**src/rtl/spam_timer.sv**
```systemverilog
// Prescaled 32-bit SPAM-bus timer with compare, auto-reload and sticky match status.
// Define SPAM_TIMER_IRQ_EN to implement CTRL.ie and drive tmr__irq; otherwise both read/tie to 0.
module spam_timer #(
  parameter int unsigned TMR_DID      = 1,
  parameter int unsigned PRESCALE_W   = 8,
  parameter int unsigned SPAM_DID_HI  = 3,
  parameter int unsigned SPAM_ADDR_HI = 15,
  parameter int unsigned SPAM_DATA_HI = 31
) (
  input  logic                    clk,
  input  logic                    rst,
  input  logic                    spamo_valid,
  input  logic                    spamo_r_nw,
  input  logic [SPAM_DID_HI:0]    spamo_did,
  input  logic [SPAM_ADDR_HI:0]   spamo_addr,
  input  logic [SPAM_DATA_HI:0]   spamo_data,
  output logic                    tmr__spami_busy_b,
  output logic [SPAM_DATA_HI:0]   tmr__spami_data,
  output logic                    tmr__irq
);

  localparam int unsigned DID_W  = SPAM_DID_HI + 1;
  localparam int unsigned DATA_W = SPAM_DATA_HI + 1;

  localparam logic [1:0] REG_COUNT   = 2'd0;
  localparam logic [1:0] REG_COMPARE = 2'd1;
  localparam logic [1:0] REG_CTRL    = 2'd2;
  localparam logic [1:0] REG_STATUS  = 2'd3;

  logic [31:0]           count_q;
  logic [31:0]           compare_q;
  logic                  en_q;
  logic                  reload_q;
  logic                  ie_q;
  logic [PRESCALE_W-1:0] div_q;
  logic [PRESCALE_W-1:0] pre_q;
  logic                  match_q;

  logic                  owned;
  logic                  rd_req;
  logic [1:0]            sel;
  logic [31:0]           wdata;
  logic                  wr_count;
  logic                  wr_compare;
  logic                  wr_ctrl;
  logic                  wr_status;
  logic                  tick;
  logic [31:0]           count_inc;
  logic                  hit;
  logic [31:0]           ctrl_rd;
  logic [31:0]           rd_mux;
  logic                  unused_addr_bits;

  assign unused_addr_bits = ^{spamo_addr[SPAM_ADDR_HI:4], spamo_addr[1:0]};

  // Request decode, prescaler tick and match detection.
  always_comb begin
    owned      = spamo_valid && (spamo_did == DID_W'(TMR_DID));
    rd_req     = owned && spamo_r_nw;
    sel        = spamo_addr[3:2];
    wdata      = 32'(spamo_data);
    wr_count   = owned && !spamo_r_nw && (sel == REG_COUNT);
    wr_compare = owned && !spamo_r_nw && (sel == REG_COMPARE);
    wr_ctrl    = owned && !spamo_r_nw && (sel == REG_CTRL);
    wr_status  = owned && !spamo_r_nw && (sel == REG_STATUS);
    tick       = en_q && (pre_q == div_q);
    count_inc  = count_q + 32'd1;
    // A software COUNT write swallows a coincident tick, including its match.
    hit        = tick && !wr_count && (count_inc == compare_q);
  end

  // Register read mux; unimplemented bits read 0.
  always_comb begin
    ctrl_rd                  = '0;
    ctrl_rd[0]               = en_q;
    ctrl_rd[1]               = reload_q;
    ctrl_rd[2]               = ie_q;
    ctrl_rd[8 +: PRESCALE_W] = div_q;
    rd_mux                   = '0;
    case (sel)
      REG_COUNT:   rd_mux = count_q;
      REG_COMPARE: rd_mux = compare_q;
      REG_CTRL:    rd_mux = ctrl_rd;
      REG_STATUS:  rd_mux = {31'd0, match_q};
      default:     rd_mux = '0;
    endcase
  end

`ifdef SPAM_TIMER_IRQ_EN
  always_ff @(posedge clk or posedge rst) begin
    if (rst) begin
      ie_q     <= 1'b0;
      tmr__irq <= 1'b0;
    end else begin
      if (wr_ctrl) ie_q <= wdata[2];
      tmr__irq <= match_q && ie_q;
    end
  end
`else
  assign ie_q = 1'b0;

  always_ff @(posedge clk or posedge rst) begin
    if (rst) tmr__irq <= 1'b0;
    else     tmr__irq <= 1'b0;
  end
`endif

  // Timer state and control registers.
  always_ff @(posedge clk or posedge rst) begin
    if (rst) begin
      count_q   <= 32'd0;
      compare_q <= 32'hFFFF_FFFF;
      en_q      <= 1'b0;
      reload_q  <= 1'b0;
      div_q     <= '0;
      pre_q     <= '0;
      match_q   <= 1'b0;
    end else begin
      if (wr_ctrl)   pre_q <= '0;
      else if (tick) pre_q <= '0;
      else if (en_q) pre_q <= pre_q + PRESCALE_W'(1);

      if (wr_count)  count_q <= wdata;
      else if (tick) count_q <= (hit && reload_q) ? 32'd0 : count_inc;

      if (wr_compare) compare_q <= wdata;

      if (wr_ctrl) begin
        en_q     <= wdata[0];
        reload_q <= wdata[1];
        div_q    <= wdata[8 +: PRESCALE_W];
      end

      // Set has priority over a coincident write-1-clear.
      if (hit)                        match_q <= 1'b1;
      else if (wr_status && wdata[0]) match_q <= 1'b0;
    end
  end

  // Single-cycle completion strobe; data is zero unless returning a read.
  always_ff @(posedge clk or posedge rst) begin
    if (rst) begin
      tmr__spami_busy_b <= 1'b0;
      tmr__spami_data   <= '0;
    end else begin
      tmr__spami_busy_b <= owned;
      tmr__spami_data   <= rd_req ? DATA_W'(rd_mux) : '0;
    end
  end

endmodule

```
**config.mk**
```make
export PLATFORM = sky130hd
export DESIGN_NAME = spam_timer
export DESIGN_NICKNAME = d
export VERILOG_FILES = /design/src/rtl/spam_timer.sv
export SDC_FILE = /design/constraint.sdc
export NUM_CORES = 1
export LEC_CHECK = 0
export CAP_MARGIN = 20
export CORE_ASPECT_RATIO = 1.4
export CORE_MARGIN = 2
export CORE_UTILIZATION = 45
export DETAILED_ROUTE_END_ITERATION = 16
export PLACE_DENSITY = 0.7
export SETUP_SLACK_MARGIN = 0.2
export SLEW_MARGIN = 20
export SYNTH_ARGS = -nofsm -noshare
export SYNTH_HDL_FRONTEND = slang
export SYNTH_SLANG_ARGS = --single-unit
```
**constraint.sdc**
```tcl
create_clock -name clk -period 3.65 [get_ports clk]
set_input_delay 0.5475 -clock clk [delete_from_list [all_inputs] [get_ports clk]]
set_output_delay 0.5475 -clock clk [all_outputs]
set_load 0.01 [all_outputs]
```
==> flow_summary.ini <==
[outcome]
status = finished, final reports clean

[synthesis]
synth.cell_area_mm2 = 0.00691
yosysTopAreaCellShare = 0.304
avgSynthCellArea_um2 = 9.32
synth_edf_count = 0
synth_top_area_cell = dfrtp_1
yosys_warnings = 0
ys_types = 65
ys_ff_latch = 116
syn-instance-count = 741
async_flop_share = 1.00
syn_nets = 799
yosysSeqAreaShare = 0.426
synth_ff_type = dfrtp_1
synth_area_leaders = dfrtp_1, dfstp_2, mux2_2, mux2i_1, nor2_1

[finish]
fin_area_mm2 = 0.00863
final_net_count = 879
fillers = 1339
final_common_cell = dfrtp_1
fin_cells = 1026
seq_area_mm2 = 0.00294
multi_input_area_mm2 = 0.00373
layout-drive-gt1-share = 0.212
n_antenna_cell = 0
syn2layout_area_growth_pct = 25.0
layout_common_cells = dfrtp_1, nor2_1, clkdlybuf4s50_1

[power_and_ir_drop]
sw_frac_of_total = 0.286
p_leak_nw = 3.74
power_density_mw_per_mm2 = 482
ir_worst_vdd_v = 0.000307
pwr-share-clk = 0.414
seq_power_share = 0.352
power.switching_w = 0.00119
p_comb_frac = 0.234
power.internal_w = 0.00297

[setup_path]
rrSetupSlack_ns = 0.31
crit_type = reg2reg
rr_worst_depth = 10
cp_slowest_cell = or4_4
arrival_ns = 3.62
cp_num_cells = 10
r2r_end = count_q[21]$_DFFE_PP0P_
cp_slowest_stage_delay_ns = 0.54
crit_path_end = count_q[21]$_DFFE_PP0P_
reg2reg_from = count_q[0]$_DFFE_PP0P_
path_cells = ha_1, nand3_1, or4_4, or4_1, a2111oi_2, and4_1, nand4_2, buf_4, a22oi_2, o21ai_1
cp.required_ns = 3.93
crit_path_end_kind = register
worstSetupStartpointType = register
crit_path_start = count_q[0]$_DFFE_PP0P_
crit_fanout = 14
critPathTopFamily = simple AND/OR/NAND/NOR gates
cp_num_buf_inv = 1

[global_route]
grt_max_degree = 54
antenna_found_initial = 0
grt_pass1_wl_um = 31300
grt_pass1_vias = 5962
grt_use_total = 0.250
gr-total-overflow = 0

[placement]
postPlaceCellArea_mm2 = 0.00798
gp_congestion = 0.918
io_buffers = 74
hpwl_um = 14000
dp.cells = 993

[cts]
htreeDepth = 4
cts_buffer_depth = 2
cts.clk_slew.worst_paths_ns = 0.06
clock-sinks = 116
tritoncts = yes
cts_buffers = 17
cts_root_buf = clkbuf_16
insertion_delay_ns = 0.42

[floorplan]
core-area_mm2 = 0.0150
die-area_mm2 = 0.0164
core.rowCount = 53
dieWidth_um = 109
start_util = 0.461
io-pin-count = 90
die_h_um = 151

[timing]
hold_ws_ns = 0.554
grt_setup_unrepaired = false
period_needed_ns = 3.34
finalCritPeriodShare = 0.916
slew_headroom = 0.481
tightest_slew_ns = 0.775
setup_viol = 0
fin_tns_setup_ns = 0
finalHoldViolations = 0
fin_skew_ns = 0.0101
max_clock_freq_mhz = 299
drv_slew = 0

[hold_path]
hold_path.class = reg2reg

[run]
drv_cap = 0

[routing]
viasPerCell = 5.88
drc_errors = 0
wl_per_cell_um = 19.1
first_pass_iters = 5
antenna_left = 0
wirelength_um = 19600
vias = 6032
drt-initial-drc-count = 292
[cell families after synthesis]
kind of cell,after synthesis,share of synthesized area
adders and majority gates,2,0.00362
other,1,0.000543
and+or+nand+nor,290,0.219
muxes,79,0.124
buffers and inverters,62,0.0391
xor gates and xnor gates,45,0.0571
DFF,116,0.426
AOI/OAI and AO/OA,146,0.130
[worst reg2reg max path: cells and delay by family, from the launching register on]
family,cells,cell delay [ns]
compound gates,3,0.67
fa+ha+maj,1,0.20
buf+inv,1,0.28
flops,1,0.36
simple gates,5,1.70
[area by class of cell]
type	count	share of cell area
Clock inverter	9	0.0145
Sequential cell	116	0.341
Multi-Input combinational cell	563	0.432
Tap cell	192	0.0278
Timing Repair Buffer	119	0.126
Clock buffer	23	0.0565
Inverter	4	0.00217
[synthesized netlist by cell type (all sizes together) (14+ instances only)]
library cell  count
dfrtp            84
nor2             79
nand2            62
a21oi            55
mux2             44
o21ai            36
clkbuf           34
mux2i            34
dfstp            32
xnor2            32
nor3             28
buf              24
nand4            21
and3             17
nand3            14
[worst min-delay path by stage]
stage                         start              endpoint  slack (ns)  cells past startpoint
4_1_cts        pre_q[4]$_DFFE_PP0P_  pre_q[4]$_DFFE_PP0P_        0.56                      1
3_3_place_gp    match_q$_DFFE_PP0P_   match_q$_DFFE_PP0P_        0.53                      2
5_1_grt        div_q[7]$_DFFE_PP0P_  div_q[7]$_DFFE_PP0P_        0.58                      1
3_5_place_dp    match_q$_DFFE_PP0P_   match_q$_DFFE_PP0P_        0.54                      2
2_1_floorplan   match_q$_DFFE_PP0P_   match_q$_DFFE_PP0P_        0.46                      2
6_report       pre_q[4]$_DFFE_PP0P_  pre_q[4]$_DFFE_PP0P_        0.55                      1
[routing by layer]
| layer | GRT usage | routed length, µm |
|---|---|---|
| met5 | 0 | 0 |
| met4 | 0.113 | 572 |
| met3 | 0.0381 | 662 |
| met2 | 0.434 | 10300 |
| met1 | 0.301 | 8150 |
[flip-flops by register name, indices dropped and copies added, names as in the netlist]
register / flops
div_q: 8
tmr__spami_data: 32
compare_q: 32
match_q: 1
reload_q: 1
pre_q: 8
count_q: 32
en_q: 1
tmr__spami_busy_b: 1
[what timing repair did]
item / 4_1_cts / 5_1_grt
gates resized for setup: 1 / 6
hold buffers: 0 / 0
setup buffers: 0 / 1
endpoints found under the setup margin: 1 / 26
pin swaps: 0 / 2
[stage by stage]
step / setup slack, ns / utilization / total power (W)
2_1_floorplan: 0.598 / - / 0.00211
3_5_place_dp: 0.233 / 0.533 / 0.00243
3_3_place_gp: 0.295 / 0.533 / 0.00241
4_1_cts: 0.253 / 0.574 / 0.00417
5_1_grt: 0.149 / 0.576 / 0.00435
6_report: 0.307 / 0.576 / 0.00416
[power by group through the flow]
stage	clock network [W]	logic, W	registers, W
global placement	0	0.000930	0.00148
floorplan	0	0.000648	0.00146
global route	0.00181	0.00106	0.00147
finish	0.00172	0.000975	0.00146
detailed placement	0	0.000952	0.00148
CTS	0.00175	0.000961	0.00146
No activity file was read; power rests on OpenSTA's default activity.
